$ cat config.mk
export PLATFORM = sky130hd
export DESIGN_NAME = eeprom_selftest_ctrl
export DESIGN_NICKNAME = d
export VERILOG_FILES = /design/src/rtl/eeprom_selftest_ctrl.sv
export SDC_FILE = /design/constraint.sdc
export NUM_CORES = 1
export LEC_CHECK = 0
export CAP_MARGIN = 10
export CORE_MARGIN = 4
export CORE_UTILIZATION = 52
export DETAILED_ROUTE_END_ITERATION = 16
export HOLD_SLACK_MARGIN = 0.03
export PLACE_DENSITY = 0.72
export SLEW_MARGIN = 15
export SYNTH_ARGS = -nofsm -noshare
export SYNTH_HDL_FRONTEND = slang
export SYNTH_SLANG_ARGS = --single-unit
$ cat constraint.sdc
create_clock -name clk -period 2.7 [get_ports clk]
set_input_delay 0.54 -clock clk [delete_from_list [all_inputs] [get_ports clk]]
set_output_delay 0.54 -clock clk [all_outputs]
set_load 0.01 [all_outputs]
$ cat src/rtl/eeprom_selftest_ctrl.sv
// -----------------------------------------------------------------------------
// eeprom_selftest_ctrl
//
// Write/read-back self-test sequencer for an I2C EEPROM driven through a
// single-byte I2C master. A start pulse writes NUM_BYTES pattern bytes
// beginning at START_ADDR, waits the EEPROM write-cycle time after each
// write, then reads every byte back and compares it with the pattern. The
// outcome is presented as a level (rw_done) plus a pass/fail flag for the
// LED alarm block.
//
// Pattern: data[i] = (START_ADDR + i) ^ SEED, all arithmetic 8-bit, so the
// addresses wrap from 8'hFF to 8'h00.
//
// Ports
//   clk        in   system clock
//   rst_n      in   asynchronous reset, active-low
//   start      in   1-cycle pulse, begins a run (accepted in IDLE/DONE only)
//   i2c_busy   in   master busy; no request is launched while high
//   i2c_done   in   1-cycle pulse, current transaction finished
//   i2c_err    in   qualifies i2c_done: NACK or bus error
//   i2c_rdata  in   read data, qualified by i2c_done on reads
//   i2c_req    out  1-cycle pulse, launches a transaction
//   i2c_rw     out  0 = write, 1 = read; held from i2c_req to i2c_done
//   i2c_addr   out  EEPROM word address; held like i2c_rw
//   i2c_wdata  out  write data; held like i2c_rw
//   busy       out  high in every state except IDLE and DONE
//   rw_done    out  level, high in DONE until the next start or reset
//   rw_result  out  valid while rw_done: 1 pass, 0 fail
//   fail_idx   out  0-based byte index of the first failure, 0 on pass
// -----------------------------------------------------------------------------
module eeprom_selftest_ctrl #(
  parameter int         NUM_BYTES   = 8,
  parameter logic [7:0] START_ADDR  = 8'h00,
  parameter logic [7:0] SEED        = 8'hA5,
  parameter int         WR_CYC      = 250_000,
  parameter int         TIMEOUT_CYC = 1_000_000
) (
  input  logic       clk,
  input  logic       rst_n,
  input  logic       start,
  input  logic       i2c_busy,
  input  logic       i2c_done,
  input  logic       i2c_err,
  input  logic [7:0] i2c_rdata,
  output logic       i2c_req,
  output logic       i2c_rw,
  output logic [7:0] i2c_addr,
  output logic [7:0] i2c_wdata,
  output logic       busy,
  output logic       rw_done,
  output logic       rw_result,
  output logic [7:0] fail_idx
);

  // Counter widths sized from their terminal counts.
  localparam int GAP_W = $clog2(WR_CYC + 1);
  localparam int TMO_W = $clog2(TIMEOUT_CYC + 1);

  localparam logic [GAP_W-1:0] GAP_LAST = GAP_W'(WR_CYC - 1);
  localparam logic [TMO_W-1:0] TMO_LAST = TMO_W'(TIMEOUT_CYC - 1);
  localparam logic [GAP_W-1:0] GAP_ONE  = GAP_W'(1);
  localparam logic [TMO_W-1:0] TMO_ONE  = TMO_W'(1);
  localparam logic [7:0]       IDX_LAST = 8'(NUM_BYTES - 1);

  typedef enum logic [2:0] {
    ST_IDLE    = 3'd0,
    ST_WR_REQ  = 3'd1,
    ST_WR_WAIT = 3'd2,
    ST_WR_GAP  = 3'd3,
    ST_RD_REQ  = 3'd4,
    ST_RD_WAIT = 3'd5,
    ST_CMP     = 3'd6,
    ST_DONE    = 3'd7
  } state_t;

  // EEPROM word address of byte idx (8-bit wrap).
  function automatic logic [7:0] addr_f(input logic [7:0] idx);
    addr_f = START_ADDR + idx;
  endfunction

  // Expected data byte for byte idx.
  function automatic logic [7:0] pattern_f(input logic [7:0] idx);
    pattern_f = addr_f(idx) ^ SEED;
  endfunction

  state_t             state_r, state_s;
  logic [7:0]         idx_r, idx_s;
  logic [GAP_W-1:0]   gap_r, gap_s;
  logic [TMO_W-1:0]   tmo_r, tmo_s;
  logic [7:0]         rdata_r, rdata_s;
  logic               req_r, req_s;
  logic               rw_r, rw_s;
  logic [7:0]         addr_r, addr_s;
  logic [7:0]         wdata_r, wdata_s;
  logic               busy_r, busy_s;
  logic               done_r, done_s;
  logic               result_r, result_s;
  logic [7:0]         fidx_r, fidx_s;
  logic               fail_s;
  logic               pass_s;

  // Next-state and next-register computation for the whole sequencer.
  always_comb begin
    state_s  = state_r;
    idx_s    = idx_r;
    gap_s    = gap_r;
    tmo_s    = tmo_r;
    rdata_s  = rdata_r;
    req_s    = 1'b0;
    rw_s     = rw_r;
    addr_s   = addr_r;
    wdata_s  = wdata_r;
    done_s   = done_r;
    result_s = result_r;
    fidx_s   = fidx_r;
    fail_s   = 1'b0;
    pass_s   = 1'b0;

    case (state_r)
      ST_IDLE, ST_DONE: begin
        if (start) begin
          state_s  = ST_WR_REQ;
          done_s   = 1'b0;
          result_s = 1'b0;
          fidx_s   = 8'd0;
          idx_s    = 8'd0;
          gap_s    = '0;
        end else begin
          state_s = state_r;
        end
      end

      ST_WR_REQ: begin
        if (!i2c_busy) begin
          req_s   = 1'b1;
          rw_s    = 1'b0;
          addr_s  = addr_f(idx_r);
          wdata_s = pattern_f(idx_r);
          tmo_s   = '0;
          state_s = ST_WR_WAIT;
        end else begin
          state_s = state_r;
        end
      end

      // A done pulse on the terminal-count cycle is still accepted.
      ST_WR_WAIT: begin
        if (i2c_done) begin
          if (i2c_err) begin
            fail_s = 1'b1;
          end else begin
            gap_s   = '0;
            state_s = ST_WR_GAP;
          end
        end else if (tmo_r == TMO_LAST) begin
          fail_s = 1'b1;
        end else begin
          tmo_s = tmo_r + TMO_ONE;
        end
      end

      // Hold off the next access for the EEPROM internal write cycle.
      ST_WR_GAP: begin
        if (gap_r == GAP_LAST) begin
          gap_s = '0;
          if (idx_r == IDX_LAST) begin
            idx_s   = 8'd0;
            state_s = ST_RD_REQ;
          end else begin
            idx_s   = idx_r + 8'd1;
            state_s = ST_WR_REQ;
          end
        end else begin
          gap_s = gap_r + GAP_ONE;
        end
      end

      ST_RD_REQ: begin
        if (!i2c_busy) begin
          req_s   = 1'b1;
          rw_s    = 1'b1;
          addr_s  = addr_f(idx_r);
          tmo_s   = '0;
          state_s = ST_RD_WAIT;
        end else begin
          state_s = state_r;
        end
      end

      ST_RD_WAIT: begin
        if (i2c_done) begin
          if (i2c_err) begin
            fail_s = 1'b1;
          end else begin
            rdata_s = i2c_rdata;
            state_s = ST_CMP;
          end
        end else if (tmo_r == TMO_LAST) begin
          fail_s = 1'b1;
        end else begin
          tmo_s = tmo_r + TMO_ONE;
        end
      end

      ST_CMP: begin
        if (rdata_r != pattern_f(idx_r)) begin
          fail_s = 1'b1;
        end else if (idx_r == IDX_LAST) begin
          pass_s = 1'b1;
        end else begin
          idx_s   = idx_r + 8'd1;
          state_s = ST_RD_REQ;
        end
      end

      default: begin
        state_s = ST_IDLE;
      end
    endcase

    // Result reporting: rw_done and rw_result always move together.
    if (fail_s) begin
      fidx_s   = idx_r;
      result_s = 1'b0;
      done_s   = 1'b1;
      state_s  = ST_DONE;
    end else if (pass_s) begin
      fidx_s   = 8'd0;
      result_s = 1'b1;
      done_s   = 1'b1;
      state_s  = ST_DONE;
    end else begin
      state_s = state_s;
    end

    busy_s = (state_s != ST_IDLE) && (state_s != ST_DONE);
  end

  // FSM state register.
  always_ff @(posedge clk or negedge rst_n) begin
    if (!rst_n) begin
      state_r <= ST_IDLE;
    end else begin
      state_r <= state_s;
    end
  end

  // Counters, captured read data and registered outputs.
  always_ff @(posedge clk or negedge rst_n) begin
    if (!rst_n) begin
      idx_r    <= 8'd0;
      gap_r    <= '0;
      tmo_r    <= '0;
      rdata_r  <= 8'd0;
      req_r    <= 1'b0;
      rw_r     <= 1'b0;
      addr_r   <= 8'd0;
      wdata_r  <= 8'd0;
      busy_r   <= 1'b0;
      done_r   <= 1'b0;
      result_r <= 1'b0;
      fidx_r   <= 8'd0;
    end else begin
      idx_r    <= idx_s;
      gap_r    <= gap_s;
      tmo_r    <= tmo_s;
      rdata_r  <= rdata_s;
      req_r    <= req_s;
      rw_r     <= rw_s;
      addr_r   <= addr_s;
      wdata_r  <= wdata_s;
      busy_r   <= busy_s;
      done_r   <= done_s;
      result_r <= result_s;
      fidx_r   <= fidx_s;
    end
  end

  assign i2c_req   = req_r;
  assign i2c_rw    = rw_r;
  assign i2c_addr  = addr_r;
  assign i2c_wdata = wdata_r;
  assign busy      = busy_r;
  assign rw_done   = done_r;
  assign rw_result = result_r;
  assign fail_idx  = fidx_r;

endmodule
**Word level (Yosys, flattened, before mapping)**

Index checks and enable logic that the tools add are counted.

- Output and inout bits: 29
- Bits in registers: 86
- Word-level logic and storage cells: 112

- Equal/unequal tests: 23
- Bitwise logic cells: 3
- Reductions and logical operators: 20
- Add/sub/neg operators: 3
- Muxes and demuxes: 50

Operators with widths:

| kind | count |
|---|---|
| 18-bit 2-to-1 mux | 4 |
| 8-bit 2-to-1 mux | 8 |
| 20-bit 2-to-1 mux | 3 |
| 18-bit case mux with 3 select lines | 1 |
| 20-bit case mux with 2 select lines | 1 |
| 3-bit 2-to-1 mux | 13 |
| 8-bit case mux with 3 select lines | 1 |
| 2-bit inequality test, second input constant | 11 |
| 3-bit case mux with 7 select lines | 1 |
| 20-bit by 1-bit adder with 20-bit output, second input constant | 1 |
| 20-bit equality test, second input constant | 1 |
| 18-bit by 1-bit adder with 18-bit output, second input constant | 1 |
| 18-bit equality test, second input constant | 1 |
| 1-bit 2-to-1 mux | 16 |
| 3-bit nonzero test | 5 |
| 3-bit equality test, second input constant | 4 |
| 8-bit by 1-bit adder with 8-bit output, second input constant | 1 |
| 8-bit by 3-bit equality test with 1-bit output, second input constant | 1 |
| 8-bit inequality test | 1 |
| 4-bit AND reduction | 2 |
| 3-bit by 2-bit equality test with 1-bit output, second input constant | 2 |
| 2-bit AND reduction | 3 |
| 3-bit AND reduction | 2 |
| 2-bit OR reduction | 3 |
| other kinds (9) | 12 |

**Depth between registers and ports, before layout**

Gate-level depths: netlist of the first run.

- Depth after elaboration: 8
- Gate-level depth with buffers: 8
- Mapped depth without buffers: 6

**Worst setup path after synthesis of the first run**

OpenSTA, ideal clock, no wires.

- Kind: reg2reg
- Start point: reg idx_r[5]
- End point: reg idx_r[0]
- Buffers on the path: 1
- Path slack: 0.632 ns
- Period minus slack after synthesis: 2.068 ns
- Arrival: 1.942 ns
- Cell stages (with the launch flop): 7
- Library setup time: 0.125 ns
- Data required time: 2.575 ns
- Path through: dfrtp_1 > buf_6 > or4_1 > or3_4 > a21oi_4 > nor3_4 > mux2_4

- Cells in the longest elaborated chain, start to end: 4

RTL lines:

| item | RTL line | source |
|---|---|---|
| start, declared | 87 | `logic [7:0] idx_r, idx_s;` |
| start signal, assigned | 264 | `idx_r <= idx_s;` |
| 8-bit by 3-bit equality test with 1-bit output or 4-bit inverter (tied branches) | -- |  |
| 8-bit 2-to-1 mux or 8-bit inequality test (tied branches) | 166, 206 |  |
| 8-bit 2-to-1 mux or 2-bit inequality test (tied branches) | -- |  |
| 8-bit case mux with 3 select lines or 5-bit AND reduction (tied branches) | -- |  |

Several ways; a longest one is shown, not always the timed one. The select of a mux whose other input is x is not followed.
A chain may end at the register's enable or synchronous reset.

**Final worst setup path of the first run**

- Start point: reg state_r[0]
- End point: reg gap_r[16]

- Cells in the longest elaborated chain, start to end: 4

RTL lines:

| item | RTL line | source |
|---|---|---|
| start, declared | 86 | `state_t state_r, state_s;` |
| start signal, assigned | 244 | `state_r <= state_s;` |
| 3-bit equality test or 3-bit logical NOT (tied branches) | 119 | `case (state_r)` |
| 2-bit OR reduction | 119 |  |
| 2-bit inequality test (no line) or 3-bit nonzero test (tied branches) | -- |  |
| 4-bit AND reduction (no line) | -- |  |
| end signal, assigned | 265 | `gap_r <= gap_s;` |
| end, declared | 88 | `logic [GAP_W-1:0] gap_r, gap_s;` |

Several ways; a longest one is shown, not always the timed one.

==> results by group, run 1 <==
Synthesis
  • Area contributors post-synth: dfrtp_1 47%, xnor2_1 4.0%, mux2_2 3.9%
  • #FFs+latches synth: 86
  • Post-synth net total: 474
  • Post-synth top area share: 47.1%
  • Share of flip-flops with an asynchronous set or reset: 100%
  • Synth cell types: 65
  • Synth Warn #: 0
  • Synth Area per Inst: 10.0 um2
  • Part of the Yosys area used for sequential elements: 47.1%
  • Synth Flop Type: dfrtp_1
  • Syn Inst Count: 457
  • Largest area contributor in the netlist: dfrtp_1
  • EDFF count, synth: 0
  • Mapped cell area: 0.00457 mm2

Flow run
  • Max cap viols: 0

Place
  • Port buffer count: 42
  • DP HPWL: 7510 um
  • GPL Wtd Cong: 0.860

STA
  • Setup Viol. Count Final: 0
  • Fin Hold WS: 0.152 ns
  • Final min period: 2.35 ns
  • Max Fclk: 425 MHz
  • Pins Over Slew Limit: 0
  • Skew final: 0.0135 ns
  • Actual slew at the worst max-slew pin: 0.746 ns
  • Final worst-path cycle share: 87.2%
  • Final hold vios: 0
  • Headroom to the max-slew limit: 50.2%
  • RSZ-0062 raised after global routing: no

Setup path
  • Most frequent CP cell: and2_1
  • Crit end category: flop
  • CP startpoint kind: flop
  • Delay-heaviest family, CP: simple AND/OR/NAND/NOR gates
  • Max Fanout on Critical Path: 18
  • Crit path arrival time: 2.60 ns
  • Buf/Inv on CP: 0
  • Crit-path slowest cell: dfrtp_1
  • CP Data Required Time: 2.95 ns
  • Largest stage delay, worst path: 0.61 ns
  • Critical Path, Cell by Cell: or4b_1, and2_1, and2_1, nor2_2, nor2_1
  • R2r setup slk: 0.35 ns
  • Kind of critical path: reg2reg

Die
  • Die H: 102 um
  • Die area: 0.0104 mm2
  • Cell Rows: 33
  • Die width: 102 um
  • Core Footprint: 0.00838 mm2
  • Ports: 43
  • Initial Utilization: 54.5%

Drt
  • Drt total wl: 10600 um
  • DR iter-0 viols: 254
  • Routed wire per std cell: 17.4 um
  • Via count: 3678
  • ANT nets after route: 0
  • # DRC: 0
  • Vias per cell: 6.02
  • DRT Pass-1 Iters: 5

Power and ir drop
  • NetSw: 1.77 mW
  • Sequential power share: 39.7%
  • Clock Power Share: 21.1%
  • Switching Share: 39.4%
  • Internal Power: 2.72 mW
  • Comb pwr share: 39.2%
  • Final Total Pwr: 4.49 mW
  • Power per Cell Area: 841 mW/mm2
  • Static Leak: 2.23 nW
  • VDD IR max: 0.619 mV

Run status
  • Status: completed

CTS
  • Clk pin slew, worst setup/hold paths: 0.09 ns
  • Setup bufs post-CTS: 0
  • Clk sinks: 86
  • Clk buf depth: 2
  • Post_cts resized: 0
  • CTS tree: built
  • Total CTS buffers: 9
  • CTS hold repair buffers: 0
  • Root Buffer Master: clkbuf_8
  • Worst-skew pair later-pin latency: 0.37 ns
  • H-tree Lvls: 3

Cells and area
  • Layout cells sized above 1: 12.8%
  • Synthesis-to-finish area growth: 16.9%
  • Storage cell area: 0.00215 mm2
  • Fill cells: 707
  • Number of inserted diodes: 0
  • Nets: 518
  • Area of the multi-input gates: 0.00226 mm2

Global route
  • Largest net degree at the start of global routing: 48
  • First-pass GRT wire length: 18000 um
  • Global route total overflow: 0
  • Vias in the first global route: 3621
  • Initial antenna violation count: 0
  • Gr usage total: 22.0%

Min path
  • Hold crit path type: in2async
placed cells by master, fill, tap and decap left out, types with 5 or more instances in the layout:
master	Yosys	layout
o21ai_0	18	18
nand2_1	38	38
nor2_1	38	38
a21oi_1	12	12
and3_1	9	9
nor3_1	12	11
a211oi_1	6	5
buf_4	1	12
clkdlybuf4s50_1	0	41
nor4_1	15	15
clkbuf_8	0	9
inv_1	13	13
dfrtp_1	86	86
a22o_1	6	6
xnor2_1	21	21
xor2_1	9	9
nand3_1	30	30
nand4_1	9	9
mux2_2	16	16
mux2i_1	16	16
nand3b_1	5	5
Yosys cell counts (3+ instances only):
cell type and instances:
dfrtp_1 86, nand2_1 38, nor2_1 38, nand3_1 30
xnor2_1 21, o21ai_0 18, mux2_2 16, mux2i_1 16
nor4_1 15, clkbuf_1 13, inv_1 13, a21oi_1 12
nor3_1 12, and3_1 9, nand4_1 9, xor2_1 9
a211oi_1 6, a22o_1 6, nand3b_1 5, buf_2 4
o211ai_1 4, o21ai_1 4, or3_1 4, or4_1 4
a2111oi_2 3, a211o_1 3, a21o_1 3, buf_6 3
ha_1 3, nor4b_1 3, o31ai_1 3
state kept, by name, indices dropped and copies added (netlist names):
name,flops
i2c_wdata,8
i2c_req,1
rw_done,1
idx_r,8
rdata_r,8
state_r,3
i2c_addr,8
gap_r,18
i2c_rw,1
busy,1
rw_result,1
tmo_r,20
fail_idx,8
per-stage QoR:
stage,setup TNS (ns),std cells,utilization (%),cell area (um2),worst slack (ns)
after floorplan,0,457,-,4570,0.632
after global placement,-0.960,595,61.2,5130,-0.135
after detailed placement,-1.90,595,61.2,5130,-0.214
after CTS,0,611,63.7,5340,0.127
after global routing,0,611,63.7,5340,0.176
final,0,611,63.7,5340,0.347
worst reg2reg max path: stages (launching register included):
cell     delay, ns
dfrtp_1       0.61
or4b_1        0.62
and2_1        0.34
and2_1        0.29
nor2_2        0.28
nor2_1        0.09
worst paths after layout:
| check | cells past startpoint | endpoint | from |
|---|---|---|---|
| setup / recovery | 5 | gap_r[16] | state_r[0] |
| max in group asynchronous | 2 | tmo_r[19] | rst_n |
| hold / removal | 1 | tmo_r[2] | rst_n |
| setup reg to reg | 5 | gap_r[16] | state_r[0] |
| hold reg to reg | 2 | rw_done | rw_done |
| min in group clk | 2 | rw_done | rw_done |
per-layer routing:
layer  global-route usage [%]  up-vias  share of wire [%]
met2                     34.3      104                 48
met3                     4.89       14                5.8
li1                         -     1750                  -
met1                     31.4     1810                 46
met5                        0        -                  0
met4                     5.11        0               0.85
power by group through the flow:
stage | clock network, mW | logic (mW) | registers [mW]
after floorplan | 0 | 1.25 | 1.72
after global placement | 0 | 1.71 | 1.78
after detailed placement | 0 | 1.75 | 1.80
after CTS | 0.965 | 1.76 | 1.77
after global routing | 1.02 | 1.95 | 1.82
final | 0.947 | 1.76 | 1.78
cell type report:
type	count	area share [%]
clock buffers	9	2.32
clock inverters	7	1.48
inverters	14	0.984
multi-input cells	335	42.4
flip-flops and latches	86	40.3
well taps	105	2.46
repair buffers	55	10.1
cells by family (layout without fill, tap and decap cells):
kind of cell | after synthesis | count (layout) | synth area share, %
AO/OA/AOI/OAI | 78 | 78 | 12.2
XOR/XNOR | 30 | 30 | 5.75
adder cells (fa/ha/maj) | 3 | 3 | 0.821
buffers and inverters | 36 | 85 | 3.64
flip-flops | 86 | 86 | 47.1
multiplexers | 33 | 33 | 7.77
AND/OR/NAND/NOR | 191 | 191 | 22.7
(Power assumes the default switching activity.)
==> inputs of run 2 (changes only) <==
--- a/config.mk
+++ b/config.mk
@@ -10,7 +10,7 @@
 export CORE_UTILIZATION = 52
 export DETAILED_ROUTE_END_ITERATION = 16
 export HOLD_SLACK_MARGIN = 0.03
-export PLACE_DENSITY = 0.72
+export PLACE_DENSITY = 0.73
 export SLEW_MARGIN = 15
 export SYNTH_ARGS = -nofsm -noshare
 export SYNTH_HDL_FRONTEND = slang
==> run 2 against run 1 <==
Compared with the run above:
- global-route usage decreased by 1.0 points
- largest power group unchanged
- sequential share of layout area down 0.31 points
- setup slack improved by 0.041 ns
- sequential power about the same
- die area is the same
- count of clock-buffer cells in the layout grew 1
- flip-flop and latch count did not move
- clock power grew 9.8%
- utilization is 0.49 points higher
- maximum frequency up 1.8%
- first-iteration DRC count down 25%
==> results by group, run 2 (synthesis results as in run 1) <==
STA
  • RSZ-0062 raised after global routing: no
  • Final min period: 2.31 ns (-0.0408 ns)
  • Setup_tns: 0 ns (unchanged)
  • Setup Viol. Count Final: 0 (unchanged)
  • Max Fclk: 432 MHz (+1.8%)
  • Pins Over Slew Limit: 0 (unchanged)
  • Skew final: 0.00739 ns (-0.00608 ns)
  • Actual slew at the worst max-slew pin: 0.741 ns (-0.00420 ns)
  • Fin Hold WS: 0.205 ns (+0.0529 ns)
  • Final WS setup: 0.388 ns (+0.0408 ns)
  • Final hold vios: 0 (unchanged)
  • Final worst-path cycle share: 85.6% (-1.5 points)
  • Headroom to the max-slew limit: 50.5% (+0.28 points)

CTS
  • CTS hold repair buffers: 0 (unchanged)
  • H-tree Lvls: 3 (unchanged)
  • Total CTS buffers: 9 (unchanged)
  • Worst-skew pair later-pin latency: 0.36 ns (about the same)
  • Clk pin slew, worst setup/hold paths: 0.09 ns (about the same)
  • CTS tree: built
  • Setup bufs post-CTS: 0 (unchanged)
  • Clk buf depth: 2 (unchanged)
  • Clk sinks: 86 (unchanged)
  • Root Buffer Master: clkbuf_8
  • Post_cts resized: 0 (unchanged)

Global route
  • Initial antenna violation count: 0 (unchanged)
  • Largest net degree at the start of global routing: 49 (+2.1%)
  • Gr usage total: 21.0% (-1.0 points)
  • Global route total overflow: 0 (unchanged)
  • First-pass GRT wire length: 17300 um (-3.9%)
  • Vias in the first global route: 3431 (-5.2%)

Cells and area
  • Max reg flops: 20 (unchanged)
  • Nets: 520 (+0.39%)
  • Regs by FF count: tmo_r: 20 flops, gap_r: 18 flops
  • Commonest non-fill, non-tap cell in the layout: dfrtp_1
  • Post-Layout Cell Count: 613 (+0.33%)
  • Synthesis-to-finish area growth: 17.8%
  • Largest reg by FF count: tmo_r
  • Most used cells in the layout excluding fill and tap cells: 86 x dfrtp_1, 41 x clkdlybuf4s50_1, 38 x nand2_1, 38 x nor2_1, 30 x nand3_1
  • Post-Route Utilization: 64.2% (+0.49 points)
  • Number of inserted diodes: 0 (unchanged)
  • Fin area: 0.00538 mm2 (+0.77%)
  • Layout cells sized above 1: 13.2% (+0.34 points)

Run status
  • Status: completed

Die
  • Die area: 0.0104 mm2 (unchanged)
  • Cell Rows: 33 (unchanged)
  • Die H: 102 um (unchanged)
  • Initial Utilization: 54.5% (unchanged)
  • Core Footprint: 0.00838 mm2 (unchanged)
  • Ports: 43 (unchanged)
  • Die width: 102 um (unchanged)

Power and ir drop
  • Static Leak: 2.25 nW (+1.0%)
  • Final Total Pwr: 4.57 mW (+1.7%)
  • Power per Cell Area: 848 mW/mm2 (+0.88%)
  • VDD IR max: 0.619 mV (about the same)

Setup path
  • Crit path arrival time: 2.56 ns (-0.04 ns)
  • CP Data Required Time: 2.95 ns (about the same)
  • Crit end category: flop
  • Critical Path, Cell by Cell: or4b_1, and2_1, a211oi_1, o21ai_0, a22o_1
  • CP startpoint kind: flop
  • Kind of critical path: reg2reg
  • Crit-path slowest cell: or4b_1
  • Largest stage delay, worst path: 0.60 ns (about the same)
  • Max Fanout on Critical Path: 18 (unchanged)

Drt
  • ANT nets after route: 0 (unchanged)
  • Routed wire per std cell: 16.7 um (-4.0%)
  • Via count: 3664 (-0.38%)
  • DRT Pass-1 Iters: 5 (unchanged)
  • DR iter-0 viols: 191 (-25%)
  • # DRC: 0 (unchanged)
  • Drt total wl: 10300 um (-3.7%)
  • Vias per cell: 5.98 (-0.71%)

Place
  • # placed instances: 597 (+0.34%)
  • DP HPWL: 7140 um (-5.0%)
  • Post-Place Worst Slack: -0.194 ns (+0.0201 ns)
  • Port buffer count: 42 (unchanged)
  • DP Area: 0.00515 mm2 (+0.29%)
  • GPL Wtd Cong: 0.914 (+6.4%)

Flow run
  • Max cap viols: 0 (unchanged)

Min path
  • Hold crit path type: in2async
==> run 2: changes by cell type in the layout (fill, tap and decap cells not counted), sizes merged <==
cell    before  now
clkbuf       9   10
inv         17   15
buf         14   16
bufinv       1    2
==> run 2: critical path, delay by kind of cell (launching register included) <==
family	cells	cell delay, ns
simple gates	2	0.93
compound gates	3	0.68
flops	1	0.58
==> run 2: area by class of cell <==
cell class / instances / area (um2)
fill: 659 / 3000
multi-input combinational: 335 / 2260
sequential: 86 / 2150
timing repair buffer: 57 / 556
clock buffer: 10 / 138
tap: 105 / 131
clock inverter: 6 / 91.3
inverter: 14 / 52.6
==> run 2: power breakdown <==
group          switching, mW  internal [mW]  leakage (nW)
combinational          0.983          0.773         0.982
clock                  0.483          0.553         0.117
sequential             0.257           1.52          1.15
==> run 2: metal layers <==
metal / part of all wire [%] / global-route usage [%] / up-vias
li1: - / - / 1747
met1: 48 / 30.7 / 1811
met2: 46 / 32.1 / 97
met3: 4.9 / 4.34 / 9
met4: 1.0 / 5.01 / 0
met5: 0 / 0 / -
==> run 2: path summary, 6_finish.rpt <==
kind	from	endpoint	slack [ns]	cells after the start
setup / recovery	state_r[0]	gap_r[12]	0.39	5
hold / removal	rst_n	tmo_r[4]	0.21	1
setup reg to reg	state_r[0]	gap_r[12]	0.39	5
hold reg to reg	i2c_wdata[2]	i2c_wdata[2]	0.48	2
max in group asynchronous	rst_n	fail_idx[7]	1.87	2
min in group clk	i2c_wdata[2]	i2c_wdata[2]	0.48	2
==> inputs of run 3 (changes only) <==
--- a/config.mk
+++ b/config.mk
@@ -6,6 +6,7 @@
 export NUM_CORES = 1
 export LEC_CHECK = 0
 export CAP_MARGIN = 10
+export CORE_ASPECT_RATIO = 1.4
 export CORE_MARGIN = 4
 export CORE_UTILIZATION = 52
 export DETAILED_ROUTE_END_ITERATION = 16
==> constraint.sdc (replaced) <==
create_clock -name clk -period 2.21 [get_ports clk]
set_input_delay 0.442 -clock clk [delete_from_list [all_inputs] [get_ports clk]]
set_output_delay 0.442 -clock clk [all_outputs]
set_load 0.01 [all_outputs]
==> run 3 against run 2 <==
Compared with the run above:
- utilization increased by 3.1 points
- setup slack got worse by 0.48 ns
- critical endpoint is now idx_r[4]
- the flow now finishes with violations (setup timing)
- highest routed layer unchanged
- total power increased by 35%
- combinational power increased by 52%
- non-clock buffer count increased by 31
- via count increased by 3.5%
==> results by group, run 3 (synthesis results as in run 1) <==
Drt
  • DR iter-0 viols: 271 (+42%)
  • Via count: 3793 (+3.5%)
  • # DRC: 0 (unchanged)
  • Routed wire per std cell: 17.5 um (+4.3%)
  • DRT Pass-1 Iters: 5 (unchanged)
  • Vias per cell: 5.89 (-1.5%)
  • Drt total wl: 11200 um (+9.6%)
  • ANT nets after route: 0 (unchanged)

CTS
  • Clk sinks: 86 (unchanged)
  • Worst-skew pair later-pin latency: 0.34 ns (-0.02 ns)
  • Total CTS buffers: 9 (unchanged)
  • Clk buf depth: 2 (unchanged)
  • H-tree Lvls: 3 (unchanged)
  • Root Buffer Master: clkbuf_16
  • Clk pin slew, worst setup/hold paths: 0.06 ns (-0.03 ns)
  • CTS tree: built

Cells and area
  • Nets: 551 (+6.0%)
  • Max reg flops: 20 (unchanged)
  • Fill cells: 652 (-1.1%)
  • Largest reg by FF count: tmo_r
  • Area of the multi-input gates: 0.00232 mm2 (+2.8%)
  • Most used cells in the layout excluding fill and tap cells: 86 x dfrtp_1, 42 x buf_4, 41 x clkdlybuf4s50_1, 38 x nand2_1, 38 x nor2_1
  • Commonest non-fill, non-tap cell in the layout: dfrtp_1
  • Storage cell area: 0.00215 mm2 (unchanged)
  • Synthesis-to-finish area growth: 26.1%
  • Fin area: 0.00576 mm2 (+7.0%)
  • Layout cells sized above 1: 19.1% (+5.9 points)
  • Regs by FF count: tmo_r: 20 flops, gap_r: 18 flops
  • Number of inserted diodes: 0 (unchanged)

Global route
  • Gr usage total: 22.8% (+1.8 points)
  • First-pass GRT wire length: 18700 um (+8.1%)
  • Vias in the first global route: 3819 (+11%)
  • Initial antenna violation count: 0 (unchanged)
  • Global route total overflow: 0 (unchanged)
  • Largest net degree at the start of global routing: 54 (+10%)

Min path
  • Hold worst-path end: i2c_wdata[2]
  • Hold path start: i2c_wdata[2]
  • Hold Crit Depth: 2
  • Hold crit path type: reg2reg

STA
  • Actual slew at the worst max-slew pin: 0.617 ns (-0.124 ns)
  • Headroom to the max-slew limit: 58.8% (+8.4 points)
  • Final min period: 2.31 ns
  • Setup_tns: -0.0961 ns (-0.0961 ns)
  • Skew final: 0.00834 ns (+0.000957 ns)
  • Final WS setup: -0.0961 ns (-0.484 ns)
  • Max Fclk: 434 MHz
  • Pins Over Slew Limit: 0 (unchanged)
  • Setup Viol. Count Final: 1 (+1)
  • Final hold vios: 0 (unchanged)
  • Final worst-path cycle share: 104%

Flow run
  • Max cap viols: 0 (unchanged)

Setup path
  • Delay-heaviest family, CP: simple AND/OR/NAND/NOR gates
  • Crit end category: flop
  • Buf/Inv on CP: 3 (+3)
  • CP startpoint kind: primary input
  • Max Fanout on Critical Path: 5 (-13)
  • Worst R2R Start: idx_r[3]
  • CP Data Required Time: 2.47 ns (-0.48 ns)
  • Largest stage delay, worst path: 0.48 ns (-0.12 ns)
  • Reg2reg path depth: 6 (+1)
  • Kind of critical path: in2reg
  • Crit path arrival time: 2.56 ns (about the same)
  • Critical Path, Cell by Cell: clkdlybuf4s50_1, or4b_1, buf_4, nand3_1, a21oi_4, buf_12, nor4_1, mux2i_1
  • Crit-path slowest cell: clkdlybuf4s50_1
  • R2r setup slk: 0.01 ns (-0.38 ns)
  • FF-to-FF End: idx_r[4]
  • Crit path depth: 8 (+3)

Die
  • Die H: 119 um (+17%)
  • Cell Rows: 40 (+21%)
  • Die area: 0.0104 mm2 (+0.20%)
  • Die width: 87.2 um (-14%)
  • Ports: 43 (unchanged)
  • Initial Utilization: 53.4% (-1.1 points)
  • Core Footprint: 0.00856 mm2 (+2.1%)

Power and ir drop
  • Final Total Pwr: 6.17 mW (+35%)
  • VDD IR max: 0.538 mV (-13%)
  • Power per Cell Area: 1070 mW/mm2 (+26%)
  • Static Leak: 2.44 nW (+8.3%)

Run status
  • Failing checks: setup timing
  • Status: complete, but fails checks

Place
  • DP Area: 0.00538 mm2 (+4.5%)
  • GPL Wtd Cong: 0.901 (-1.4%)
  • DP HPWL: 7960 um (+12%)
  • Port buffer count: 42 (unchanged)
## run 3: changes by cell type in the layout (fill, tap and decap cells not counted), sizes merged
cell         before  now
bufinv            2    0
dlygate4sd3       0    1
clkinv            3    4
inv              15   14
clkbuf           10   11
clkinvlp          0    1
buf              16   46
## run 3: layout make-up
class | count | area share, %
inverter | 14 | 0.912
multi-input combinational | 335 | 40.3
tap | 105 | 2.28
clock inverter | 5 | 0.738
timing repair buffer | 88 | 14.2
sequential | 86 | 37.4
clock buffer | 11 | 4.21
## run 3: worst reg2reg max path: stages (launching register included)
cell,delay (ns)
dfrtp_1,0.39
buf_4,0.16
xor2_1,0.16
nor4_1,0.45
a21oi_4,0.21
nor4_1,0.48
mux2i_1,0.27
## run 3: repair_timing
action                                 CTS  global route
setup endpoints to repair                2            17
endpoints found under the hold margin   12             0
resized for setup                        2            10
pin swaps                                0             1
setup buffers                            0             1
hold buffers                             1             0
## run 3: per-stage QoR
step / instances / utilization (%) / setup slack, ns / hold slack [ns]
2_1_floorplan: 457 / - / 0.142 / 0.146
3_3_place_gp: 626 / 62.9 / -0.246 / 0.310
3_5_place_dp: 626 / 62.9 / -0.282 / 0.311
4_1_cts: 643 / 66.4 / 0.0421 / 0.485
5_1_grt: 644 / 67.3 / -0.107 / 0.514
6_report: 644 / 67.3 / -0.0961 / 0.475
## run 3: report_power, final
part	switching, mW	internal, mW	leakage [nW]
sequential	0.190	1.86	1.15
combinational	1.47	1.21	1.15
clock	0.636	0.802	0.136
## run 3: metal layers
layer  up-vias  routed length, um  track usage, %
met4         0                233            7.58
met5         -                  0               0
li1       1815                  -               -
met2        90               5920            37.8
met3        21                441            4.29
met1      1867               4640            29.5
## run 3: how the worst max path moves through the flow
stage          slack (ns)      from        end
4_1_cts              0.04  idx_r[4]   idx_r[0]
3_3_place_gp        -0.25     start  gap_r[12]
3_5_place_dp        -0.28     start  gap_r[12]
2_1_floorplan        0.14  idx_r[5]   idx_r[0]
5_1_grt             -0.11     start   idx_r[4]
6_report             -0.1     start   idx_r[4]
